`config.mk`:
```
export PLATFORM = sky130hd
export DESIGN_NAME = stochastic_sampler
export DESIGN_NICKNAME = d
export VERILOG_FILES = /design/src/rtl/stochastic_sampler.sv
export SDC_FILE = /design/constraint.sdc
export NUM_CORES = 1
export LEC_CHECK = 0
export ABC_AREA = 1
export CAP_MARGIN = 20
export CELL_PAD_IN_SITES_DETAIL_PLACEMENT = 0
export CELL_PAD_IN_SITES_GLOBAL_PLACEMENT = 1
export CORE_AREA = 2 2 58 101
export DETAILED_ROUTE_END_ITERATION = 7
export DIE_AREA = 0 0 60 103
export GPL_TIMING_DRIVEN = 0
export PLACE_DENSITY = 0.81
export SYNTH_ARGS = -nofsm -noshare
export SYNTH_HDL_FRONTEND = slang
export SYNTH_SLANG_ARGS = --single-unit
```
`constraint.sdc`:
```
create_clock -name clk -period 1.4 [get_ports clk]
set_input_delay 0.35 -clock clk [delete_from_list [all_inputs] [get_ports clk]]
set_output_delay 0.35 -clock clk [all_outputs]
set_load 0.05 [all_outputs]
```
`src/rtl/stochastic_sampler.sv`:
```
// -----------------------------------------------------------------------------
// stochastic_sampler
//   Turns a stream of 8-bit unit activation probabilities into Bernoulli
//   neuron states. A unit samples to 1 when the random byte is below its
//   probability. NUM_UNITS samples are packed into one layer word. The word is
//   presented downstream with a valid/ready handshake.
//
// Ports
//   clk         clock, all state updates on the rising edge
//   reset       asynchronous, active-high reset
//   start       one-cycle pulse that begins a new layer
//   prob_valid  prob_data carries a valid probability
//   prob_data   unsigned probability 0..255 (value/256)
//   prob_ready  sampler accepts prob_data this cycle (decoded from state only)
//   rand_in     current byte from the free-running random generator
//   out_valid   out_data/ones_count hold a complete layer
//   out_ready   downstream accepts the layer word
//   out_data    sampled states, bit i = unit i
//   ones_count  number of 1 bits in out_data
//   unit_idx    index of the next unit to be sampled
//   busy        high while collecting or presenting a layer
// -----------------------------------------------------------------------------
module stochastic_sampler #(
  parameter int NUM_UNITS = 16,
  parameter int IDX_W     = 4,
  parameter int CNT_W     = 5
) (
  input  logic                 clk,
  input  logic                 reset,
  input  logic                 start,
  input  logic                 prob_valid,
  input  logic [7:0]           prob_data,
  output logic                 prob_ready,
  input  logic [7:0]           rand_in,
  output logic                 out_valid,
  input  logic                 out_ready,
  output logic [NUM_UNITS-1:0] out_data,
  output logic [CNT_W-1:0]     ones_count,
  output logic [IDX_W-1:0]     unit_idx,
  output logic                 busy
);

  typedef enum logic [1:0] {
    IDLE    = 2'd0,
    COLLECT = 2'd1,
    PRESENT = 2'd2
  } state_t;

  state_t               state_r;
  state_t               next_state_s;
  logic                 clear_s;
  logic                 accept_s;
  logic                 sample_bit_s;
  logic                 last_unit_s;
  logic                 prob_ready_r;
  logic                 out_valid_r;
  logic                 busy_r;
  logic [NUM_UNITS-1:0] out_data_r;
  logic [CNT_W-1:0]     ones_count_r;
  logic [IDX_W-1:0]     unit_idx_r;

  // prob_ready_r mirrors state_r == COLLECT, so an accept never depends
  // combinationally on prob_valid feeding back into prob_ready.
  assign accept_s     = prob_valid & prob_ready_r;
  assign sample_bit_s = (rand_in < prob_data);
  assign last_unit_s  = (unit_idx_r == IDX_W'(NUM_UNITS - 1));

  // Next-state decode; clear_s marks every entry into COLLECT.
  always_comb begin
    next_state_s = state_r;
    clear_s      = 1'b0;
    case (state_r)
      IDLE: begin
        if (start) begin
          next_state_s = COLLECT;
          clear_s      = 1'b1;
        end else begin
          next_state_s = IDLE;
        end
      end
      COLLECT: begin
        if (accept_s && last_unit_s) begin
          next_state_s = PRESENT;
        end else begin
          next_state_s = COLLECT;
        end
      end
      PRESENT: begin
        if (out_ready) begin
          if (start) begin
            next_state_s = COLLECT;
            clear_s      = 1'b1;
          end else begin
            next_state_s = IDLE;
          end
        end else begin
          next_state_s = PRESENT;
        end
      end
      default: begin
        next_state_s = IDLE;
        clear_s      = 1'b0;
      end
    endcase
  end

  // State register plus registered handshake/status flags decoded from the next state.
  always_ff @(posedge clk or posedge reset) begin
    if (reset) begin
      state_r      <= IDLE;
      prob_ready_r <= 1'b0;
      out_valid_r  <= 1'b0;
      busy_r       <= 1'b0;
    end else begin
      state_r      <= next_state_s;
      prob_ready_r <= (next_state_s == COLLECT);
      out_valid_r  <= (next_state_s == PRESENT);
      busy_r       <= (next_state_s != IDLE);
    end
  end

  // Sample datapath: clear on layer start, otherwise record one bit per accept.
  always_ff @(posedge clk or posedge reset) begin
    if (reset) begin
      out_data_r   <= {NUM_UNITS{1'b0}};
      ones_count_r <= {CNT_W{1'b0}};
      unit_idx_r   <= {IDX_W{1'b0}};
    end else if (clear_s) begin
      out_data_r   <= {NUM_UNITS{1'b0}};
      ones_count_r <= {CNT_W{1'b0}};
      unit_idx_r   <= {IDX_W{1'b0}};
    end else if (accept_s) begin
      out_data_r[unit_idx_r] <= sample_bit_s;
      ones_count_r           <= ones_count_r + CNT_W'(sample_bit_s);
      // Explicit wrap keeps non-power-of-two NUM_UNITS correct.
      if (last_unit_s) begin
        unit_idx_r <= {IDX_W{1'b0}};
      end else begin
        unit_idx_r <= unit_idx_r + IDX_W'(1);
      end
    end else begin
      out_data_r   <= out_data_r;
      ones_count_r <= ones_count_r;
      unit_idx_r   <= unit_idx_r;
    end
  end

  assign prob_ready = prob_ready_r;
  assign out_valid  = out_valid_r;
  assign busy       = busy_r;
  assign out_data   = out_data_r;
  assign ones_count = ones_count_r;
  assign unit_idx   = unit_idx_r;

endmodule

```
==> flow_summary_export.csv, run 1 <==
group,metric,value,unit
status,run_status,"finished with violations",
status,violations_in_the_final_reports,"setup timing",
layout,syn_to_final_growth,58.72,%
power_and_ir_drop,power_density,2109,nW/µm²
logic_synthesis,avgSynthCellArea,8.355,µm²
placed_design,dpl.hpwl,2.935,mm
placed_design,dpl_cell_area,2316,µm²
power_and_ir_drop,p_total,5.286,mW
grt,antenna_found_initial,0,
die,floorplan.initialDensity,28.97,%
placed_design,portBuffers,48,
power_and_ir_drop,netSwitchingFraction,51.76,%
cts,tritoncts,"done",
cts,cts_root_buf,"sky130_fd_sc_hd__clkbuf_8",
timing,final-hold-violation-count,0,
cts,cts-buffers-inserted,5,
timing,report.final.slew_viol_count,0,
die,pin_count,49,
logic_synthesis,simple_gate_share_of_the_synthesized_area,17.67,%
layout,n_antenna_cell,0,
cts,cts-htree-levels,2,
die,floorplan.die_area,6180,µm²
power_and_ir_drop,intPower,2.550,mW
logic_synthesis,synth_compound_gate_area_share,16.48,%
route,routedWlPerCell,11.86,µm
logic_synthesis,synth_top_family_by_area,"simple AND/OR/NAND/NOR gates",
timing,layout_setup_ws,-0.2247,ns
layout,num-fill-cells,539,
layout,mostFrequentLayoutCell,"sky130_fd_sc_hd__dfrtp_1",
route,wl,3.889,mm
cts,clock_latency,0.29,ns
timing,rsz0062_at_grt,"true",
grt,largest_net_degree_at_the_start_of_global_routing,20,
power_and_ir_drop,pwr-share-clk,12.7,%
logic_synthesis,synth-warning-count,0,
power_and_ir_drop,ir_drop,0.0007973,V
placed_design,place_inst,314,
power_and_ir_drop,p_leak,1.139,nW
timing,setup-tns-final,-0.9514,ns
power_and_ir_drop,power.sequential.fraction,29.0,%
setup_path,slowest_delay,0.55,ns
logic_synthesis,synthXorXnorAreaFrac,0,%
die,coreArea,5450,µm²
cts,tritoncts_num_sinks,30,
timing,max_slew.worst_pin.slew,0.5526,ns
route,drt_pass1_iterations,4,
cts,clock_path_buffers,2,
setup_path,setup.worst_path.start,"ones_count[1]",
logic_synthesis,synthAdderAreaFrac,10.30,%
setup_path,rr_startpoint,"unit_idx[1]",
setup_path,crit_type,"flip-flop to primary output",
job,cap_viol_max_count,0,
grt,number_of_global_route_vias_before_repair,1499,
power_and_ir_drop,netSwitchingPower,2.736,mW
timing,timing.final.crit_share,116.1,%
timing,final.setup_skew,0.006722,ns
logic_synthesis,synth.distinct_cells,21,
setup_path,endpoint_kind,"primary output",
placed_design,globalplace.congestion,0.7533,
die,fp.dieH,103,µm
layout,final_cell_mix,"sky130_fd_sc_hd__dfrtp_1 (25), sky130_fd_sc_hd__a21oi_1 (21), sky130_fd_sc_hd__o21ai_0 (19)",
layout,final_nets,285,
grt,globalRouteOverflowTotal,0,
placed_design,dp_worst_setup_slack,-1.247,ns
logic_synthesis,synth_mux_area_share,0,%
route,detail_route.iter0.violations,22,
hold_path,hold_path_class,"input port to asynchronous set/reset pin",
logic_synthesis,nets_in_the_synthesized_netlist,223,
setup_path,critical_path.n_buffers_inverters,1,
cts,worst_setup_hold_path_clk_slew,0.06,ns
route,routed-via-count,1463,
setup_path,worst_path_max_delay_cell,"sky130_fd_sc_hd__dlygate4sd2_1",
layout,final_design_area_no_fill,2506,µm²
logic_synthesis,synthesis.area,1579,µm²
route,ant_nets,0,
die,die-width,60,µm
timing,min_period,1.625,ns
logic_synthesis,synth_cells,189,
timing,fmaxAchievable,615.5,MHz
setup_path,timing.critical_path.cells,"dlygate4sd2_1",
route,via_per_inst,4.460,
layout,drive_above_1_share,44.05,%
timing,fin_worst_hold_slack,0.4146,ns
setup_path,cp-start-kind,"flip-flop",
layout,postLayoutCoreUtil,45.98,%
timing,report.final.setup_viol,8,
layout,instances_no_fill,328,
setup_path,critical-path-top-delay-family,"buffers and inverters",
logic_synthesis,ys_seq_area_share,47.54,%
die,core.rowCount,36,
route,drc_errors,0,
grt,grt.total_usage,14.28,%
setup_path,timing.critical_path.arrival,1.27,ns
timing,headroom_to_the_max_slew_limit,63.12,%
logic_synthesis,synth-seq-cells,30,
setup_path,required,1.05,ns
grt,grt_pass1_wl,6.651,mm
power_and_ir_drop,combPwrFrac,58.3,%
setup_path,worstPathMaxFanout,4,
[timing repair]
| item | CTS | global route |
|---|---|---|
| buffers inserted | 5 | 2 |
| pin swaps | 28 | 16 |
| cloned | 0 | 0 |
| hold buffers | 0 | 0 |
| gates resized for setup | 170 | 30 |
| setup endpoints to repair | 51 | 30 |
[cell usage after synthesis]
| cell | count | area [µm²] |
|---|---|---|
| sky130_fd_sc_hd__a21oi_1 | 24 | 120.1 |
| sky130_fd_sc_hd__buf_2 | 1 | 5.000 |
| sky130_fd_sc_hd__clkbuf_1 | 1 | 3.750 |
| sky130_fd_sc_hd__clkbuf_2 | 1 | 5.000 |
| sky130_fd_sc_hd__dfrtp_1 | 30 | 750.7 |
| sky130_fd_sc_hd__ha_1 | 13 | 162.7 |
| sky130_fd_sc_hd__inv_1 | 27 | 101.4 |
| sky130_fd_sc_hd__inv_2 | 3 | 11.26 |
| sky130_fd_sc_hd__nand2_1 | 25 | 93.84 |
| sky130_fd_sc_hd__nand2_2 | 5 | 31.28 |
| sky130_fd_sc_hd__nand3_2 | 2 | 20.02 |
| sky130_fd_sc_hd__nand4_1 | 2 | 12.51 |
| sky130_fd_sc_hd__nor2_1 | 22 | 82.58 |
| sky130_fd_sc_hd__nor2_4 | 1 | 11.26 |
| sky130_fd_sc_hd__nor3_1 | 3 | 15.01 |
| sky130_fd_sc_hd__o21a_1 | 1 | 7.510 |
| sky130_fd_sc_hd__o21ai_0 | 23 | 115.1 |
| sky130_fd_sc_hd__o21ai_1 | 1 | 5.000 |
| sky130_fd_sc_hd__o22ai_1 | 2 | 12.51 |
| sky130_fd_sc_hd__or2_1 | 1 | 6.260 |
| sky130_fd_sc_hd__or2_2 | 1 | 6.260 |
[power groups by stage]
| stage | combinational, mW | sequential [mW] | clock (mW) |
|---|---|---|---|
| after floorplan | 0.881 | 2.68 | 0 |
| after global placement | 3.01 | 1.54 | 0 |
| after detailed placement | 3.05 | 1.55 | 0 |
| after CTS | 3.02 | 1.54 | 0.685 |
| after global routing | 3.35 | 1.58 | 0.719 |
| final | 3.08 | 1.53 | 0.669 |
[routing by layer]
metal | track usage [%] | vias up | share of wire [%]
li1 | - | 737 | -
met1 | 14.60 | 683 | 37
met2 | 26.92 | 36 | 55
met3 | 3.137 | 7 | 4.6
met4 | 5.641 | 0 | 2.9
met5 | 0 | - | 0
[final timing paths]
kind	depth (start not counted)	endpoint	slack, ns
min in group clk	2	ones_count[4]	0.53
min reg2reg	2	ones_count[4]	0.53
max in group asynchronous	3	unit_idx[2]	0.49
max	1	ones_count[1]	-0.22
max reg2reg	9	busy	-0.01
min	2	out_data[15]	0.41
[layout make-up]
| type | count | area, µm² | share of cell area [%] |
|---|---|---|---|
| multi-input combinational | 126 | 903.4 | 36.05 |
| sequential | 30 | 757.0 | 30.20 |
| timing repair buffer | 56 | 515.5 | 20.57 |
| inverter | 30 | 132.6 | 5.292 |
| tap | 76 | 95.09 | 3.794 |
| clock buffer | 8 | 80.08 | 3.195 |
| buffer | 2 | 22.52 | 0.8987 |
[sequential cells by signal (all words and copies together) (netlist names)]
| name | count |
|---|---|
| ones_count | 5 |
| state_r | 2 |
| unit_idx | 4 |
| busy | 1 |
| prob_ready | 1 |
| out_data | 16 |
| out_valid | 1 |
[logic make-up after synthesis]
family / Yosys count
compound gates: 51
simple gates: 62
fa+ha+maj: 13
flops: 30
buf+inv: 33
(Power assumes the default switching activity.)
==> run 2, diff against run 1 <==
- HOLD_SLACK_MARGIN: not set -> 0.1
- RECOVER_POWER: not set -> 50
- TNS_END_PERCENT: not set -> 10
==> flow_summary_export.csv, run 2 (synthesized netlist as in run 1, its figures left out) <==
group,metric,value,unit
placed_design,dpl.hpwl,2.846,mm
route,routed-via-count,1419,
layout,syn_to_final_growth,52.69,%
layout,final_nets,282,
timing,final-hold-violation-count,0,
timing,fmaxAchievable,611.4,MHz
cts,tritoncts_num_sinks,30,
cts,cts-htree-levels,2,
setup_path,endpoint_kind,"flip-flop",
power_and_ir_drop,p_leak,1.136,nW
job,cap_viol_max_count,0,
cts,cts-buffers-inserted,5,
layout,drive_above_1_share,40.16,%
grt,largest_net_degree_at_the_start_of_global_routing,17,
grt,grt_busiest_layer,"met2",
hold_path,hold_path_class,"flip-flop to flip-flop",
timing,timing.final.crit_share,116.8,%
grt,grt.total_usage,13.64,%
timing,max_slew.worst_pin.slew,0.5574,ns
route,wl,3.738,mm
layout,n_antenna_cell,0,
grt,globalRouteOverflowTotal,0,
route,via_per_inst,4.366,
timing,final.setup_skew,0.006873,ns
route,routedWlPerCell,11.50,µm
grt,grt_pass1_wl,6.348,mm
power_and_ir_drop,p_total,5.102,mW
power_and_ir_drop,ir_drop,0.0006172,V
setup_path,timing.critical_path.arrival,1.80,ns
timing,headroom_to_the_max_slew_limit,62.80,%
setup_path,crit_type,"input port to flip-flop",
placed_design,globalplace.congestion,0.7535,
route,detail_route.iter0.violations,29,
cts,cts_root_buf,"sky130_fd_sc_hd__clkbuf_8",
die,die-width,60,µm
cts,tritoncts,"done",
layout,largest_register_ffs,16,
route,ant_nets,0,
die,floorplan.die_area,6180,µm²
cts,clock_latency,0.28,ns
timing,report.final.setup_viol,8,
grt,antenna_found_initial,0,
layout,final_cell_mix,"sky130_fd_sc_hd__dfrtp_1 (30), sky130_fd_sc_hd__o21ai_0 (21), sky130_fd_sc_hd__a21oi_1 (21)",
grt,number_of_global_route_vias_before_repair,1443,
setup_path,worstPathMaxFanout,3,
placed_design,portBuffers,48,
die,floorplan.initialDensity,28.97,%
die,coreArea,5450,µm²
layout,instances_no_fill,325,
grt,globalRouteMet1Util,15.13,%
timing,layout_setup_ws,-0.2355,ns
power_and_ir_drop,power_density,2116,nW/µm²
cts,clock_path_buffers,2,
layout,mostFrequentLayoutCell,"sky130_fd_sc_hd__dfrtp_1",
die,pin_count,49,
grt,groute.layer.met3.usage,2.509,%
grt,use_met2,24.67,%
timing,rsz0062_at_grt,"true",
cts,post_cts_hold_buffer_count,0,
die,core.rowCount,36,
die,fp.dieH,103,µm
setup_path,cp-start-kind,"input port",
route,drt_pass1_iterations,4,
status,violations_in_the_final_reports,"setup timing",
timing,min_period,1.635,ns
route,drc_errors,0,
status,run_status,"finished with violations",
placed_design,place_inst,314,
cts,worst_setup_hold_path_clk_slew,0.06,ns
setup_path,required,1.56,ns
timing,report.final.slew_viol_count,0,
[run 2: changes by cell type in the layout (fill, tap and decap cells not counted), moves of 2 or more]
cell	previous run	this run
sky130_fd_sc_hd__clkbuf_1	3	1
sky130_fd_sc_hd__inv_1	16	18
sky130_fd_sc_hd__nand3_2	0	2
sky130_fd_sc_hd__nor2_2	7	4
sky130_fd_sc_hd__clkbuf_4	0	2
sky130_fd_sc_hd__nor2_1	15	18
sky130_fd_sc_hd__clkdlybuf4s15_2	17	10
sky130_fd_sc_hd__o21ai_0	19	21
sky130_fd_sc_hd__inv_2	7	5
sky130_fd_sc_hd__buf_2	14	9
sky130_fd_sc_hd__clkbuf_2	0	8
sky130_fd_sc_hd__dfrtp_1	25	30
sky130_fd_sc_hd__nand3_4	2	0
sky130_fd_sc_hd__dfrtp_2	5	0
[run 2: path summary, 6_finish.rpt]
kind / from / to / slack, ns / depth (start not counted)
worst max register to register: unit_idx[0] / busy / -0.04 / 9
worst min-delay path: ones_count[4] / ones_count[4] / 0.53 / 2
worst min register to register: ones_count[4] / ones_count[4] / 0.53 / 2
worst max-delay path: rand_in[5] / ones_count[4] / -0.24 / 13
min in group asynchronous: reset / unit_idx[3] / 0.56 / 2
max in group asynchronous: reset / ones_count[2] / 0.14 / 3
[run 2: stage by stage]
stage	utilization, %	cell area [µm²]	TNS, ns	setup slack (ns)	hold slack [ns]
global placement	41.64	2270	-28.58	-1.222	0.5190
CTS	43.99	2397	-3.359	-0.3749	0.4872
global route	44.24	2411	-2.947	-0.3597	0.5628
detailed placement	42.15	2297	-17.44	-1.238	0.5269
floorplan	-	1694	-3.719	-0.5468	0.4408
finish	44.24	2411	-1.116	-0.2355	0.5289
[run 2: worst max-delay path: stages]
cell                      delay, ns
sky130_fd_sc_hd__buf_6         0.10
sky130_fd_sc_hd__ha_4          0.23
sky130_fd_sc_hd__a21oi_2       0.12
sky130_fd_sc_hd__o21a_1        0.17
sky130_fd_sc_hd__nand2_4       0.08
sky130_fd_sc_hd__inv_4         0.06
sky130_fd_sc_hd__ha_4          0.13
sky130_fd_sc_hd__ha_4          0.13
sky130_fd_sc_hd__inv_4         0.03
sky130_fd_sc_hd__nor3_4        0.12
sky130_fd_sc_hd__nand2_1       0.08
sky130_fd_sc_hd__o21ai_1       0.14
sky130_fd_sc_hd__a21oi_1       0.05
[run 2: metal layers]
| metal | routed length, µm | part of all wire (%) |
|---|---|---|
| met3 | 117 | 3.1 |
| met5 | 0 | 0 |
| met1 | 1476 | 39 |
| met4 | 48 | 1.3 |
| met2 | 2097 | 56 |
[run 2: power breakdown]
part | switching [mW] | internal (mW) | leakage, nW
sequential | 0.264 | 1.22 | 0.378
combinational | 2.08 | 0.833 | 0.710
clock | 0.311 | 0.396 | 0.0482
total | 2.65 | 2.45 | 1.14
[run 2: repair_timing]
item | CTS | global route
endpoints found under the setup margin | 51 | 40
pin swaps | 24 | 12
buffers inserted | 3 | 1
resized for setup | 144 | 48
[run 2: final cells by class]
cell class / instances / area, µm²
clock inverter: 1 / 5.005
timing repair buffer: 53 / 449.2
multi-input combinational: 126 / 879.6
inverter: 30 / 130.1
sequential: 30 / 750.7
tap: 76 / 95.09
buffer: 2 / 15.01
clock buffer: 7 / 86.33
fill: 553 / 3039
==> run 3, diff against run 2 <==
- CAP_MARGIN: 20 -> 30
- PLACE_DENSITY: 0.81 -> not set
- PLACE_DENSITY_LB_ADDON: not set -> 0.1
==> flow_summary_export.csv, run 3 (synthesized netlist as in run 1, its figures left out) <==
group,metric,value,unit
job,cap_viol_max_count,0,
timing,final.setup_skew,0.003934,ns
route,drc_errors,0,
setup_path,timing.critical_path.arrival,1.85,ns
die,pin_count,49,
power_and_ir_drop,ir_drop,0.0006584,V
route,wl,3.895,mm
layout,drive_above_1_share,39.02,%
hold_path,hold_path.startpoint,"ones_count[4]",
power_and_ir_drop,power_density,2119,nW/µm²
setup_path,endpoint_kind,"flip-flop",
route,routedWlPerCell,12.10,µm
layout,final_cell_mix,"sky130_fd_sc_hd__dfrtp_1 (29), sky130_fd_sc_hd__nor2_1 (22), sky130_fd_sc_hd__a21oi_1 (21)",
placed_design,dp_worst_setup_slack,-1.273,ns
grt,largest_net_degree_at_the_start_of_global_routing,18,
cts,cts_root_buf,"sky130_fd_sc_hd__clkbuf_8",
placed_design,dpl.hpwl,2.992,mm
setup_path,required,1.57,ns
timing,headroom_to_the_max_slew_limit,56.29,%
status,run_status,"finished with violations",
cts,clock_latency,0.28,ns
die,fp.dieH,103,µm
die,floorplan.die_area,6180,µm²
setup_path,cp-start-kind,"input port",
cts,cts-buffers-inserted,5,
setup_path,setup.worst_path.start,"rand_in[5]",
timing,setup-tns-final,-0.5333,ns
die,die-width,60,µm
cts,cts-htree-levels,2,
cts,clock_path_buffers,2,
hold_path,hold_path_class,"flip-flop to flip-flop",
placed_design,place_inst,314,
grt,antenna_found_initial,0,
cts,worst_setup_hold_path_clk_slew,0.06,ns
timing,layout_setup_ws,-0.2886,ns
layout,syn_to_final_growth,50.79,%
layout,final_nets,280,
power_and_ir_drop,p_total,5.045,mW
grt,grt.total_usage,14.35,%
route,via_per_inst,4.401,
power_and_ir_drop,p_leak,1.116,nW
cts,tritoncts,"done",
timing,report.final.setup_viol,7,
cts,tritoncts_num_sinks,30,
timing,max_slew.worst_pin.slew,0.6549,ns
layout,final_design_area_no_fill,2381,µm²
placed_design,portBuffers,48,
timing,rsz0062_at_grt,"true",
die,coreArea,5450,µm²
setup_path,rr_startpoint,"unit_idx[1]",
route,ant_nets,0,
grt,globalRouteOverflowTotal,0,
route,routed-via-count,1417,
die,core.rowCount,36,
route,drt_pass1_iterations,4,
placed_design,globalplace.congestion,0.6853,
grt,number_of_global_route_vias_before_repair,1450,
timing,timing.final.crit_share,120.6,%
route,detail_route.iter0.violations,40,
timing,final-hold-violation-count,0,
layout,mostFrequentLayoutCell,"sky130_fd_sc_hd__dfrtp_1",
setup_path,worstPathMaxFanout,3,
die,floorplan.initialDensity,28.97,%
setup_path,r2r_slack,-0.05,ns
grt,grt_pass1_wl,6.589,mm
timing,report.final.slew_viol_count,0,
layout,instances_no_fill,322,
status,violations_in_the_final_reports,"setup timing",
layout,largest_register_ffs,16,
layout,n_antenna_cell,0,
timing,min_period,1.689,ns
placed_design,dpl_cell_area,2297,µm²
setup_path,crit_type,"input port to flip-flop",
timing,fmaxAchievable,592.2,MHz
==> run 3: cell count changes in the layout (fill, tap and decap cells not counted), sizes merged <==
cell | previous run | this run
clkbuf | 17 | 9
clkdlybuf4s15 | 10 | 15
dlygate4sd2 | 5 | 1
buf | 25 | 27
clkdlybuf4s18 | 1 | 2
clkinv | 1 | 2
==> run 3: what timing repair did <==
| item | CTS | global route |
|---|---|---|
| hold buffers | 0 | 0 |
| setup buffers | 2 | 0 |
| gates resized for setup | 159 | 43 |
| pin swaps | 24 | 16 |
| setup endpoints to repair | 51 | 37 |
==> run 3: layout make-up <==
| type | count | area (µm²) |
|---|---|---|
| repair buffers | 51 | 441.7 |
| clock buffers | 5 | 68.82 |
| fillers | 589 | 3069 |
| clock inverters | 2 | 10.01 |
| flip-flops and latches | 30 | 752.0 |
| multi-input cells | 126 | 868.3 |
| plain buffers | 2 | 15.01 |
| well taps | 76 | 95.09 |
| inverters | 30 | 130.1 |
==> run 3: path summary, 6_finish.rpt <==
check                                 to  cells past startpoint
min reg2reg                ones_count[4]                      2
min in group asynchronous      out_valid                      2
min                        ones_count[4]                      2
max                        ones_count[4]                     13
max in group asynchronous    unit_idx[3]                      3
max reg2reg                         busy                      9
==> run 3: routing by layer <==
metal | global-route usage, % | up-vias | part of all wire, % | routed length (µm)
li1 | - | 726 | - | -
met1 | 15.45 | 651 | 39 | 1532
met2 | 25.84 | 35 | 54 | 2120
met3 | 4.141 | 5 | 4.6 | 180
met4 | 5.128 | 0 | 1.6 | 61
met5 | 0 | - | 0 | 0
==> run 3: worst max-delay path, cell delays in order <==
cell,delay [ns]
sky130_fd_sc_hd__buf_6,0.10
sky130_fd_sc_hd__ha_4,0.23
sky130_fd_sc_hd__a21oi_2,0.12
sky130_fd_sc_hd__o21a_1,0.18
sky130_fd_sc_hd__nand2_4,0.08
sky130_fd_sc_hd__inv_4,0.06
sky130_fd_sc_hd__ha_4,0.13
sky130_fd_sc_hd__ha_4,0.13
sky130_fd_sc_hd__inv_4,0.03
sky130_fd_sc_hd__nor3_4,0.19
sky130_fd_sc_hd__nand2_2,0.08
sky130_fd_sc_hd__o21ai_2,0.13
sky130_fd_sc_hd__a21oi_1,0.04
==> run 3: where the power goes <==
| group | switching (mW) | total (mW) | leakage [nW] | internal, mW |
|---|---|---|---|---|
| Sequential | 0.272 | 1.50 | 0.377 | 1.22 |
| Combinational | 2.05 | 2.89 | 0.696 | 0.838 |
| Clock | 0.326 | 0.659 | 0.0438 | 0.333 |
| Total | 2.65 | 5.04 | 1.12 | 2.40 |
==> run 3: metrics by stage <==
step / hold slack [ns] / utilization [%]
2_1_floorplan: 0.4408 / -
3_3_place_gp: 0.5226 / 41.64
3_5_place_dp: 0.5258 / 42.15
4_1_cts: 0.5230 / 43.78
5_1_grt: 0.5898 / 43.69
6_report: 0.5469 / 43.69
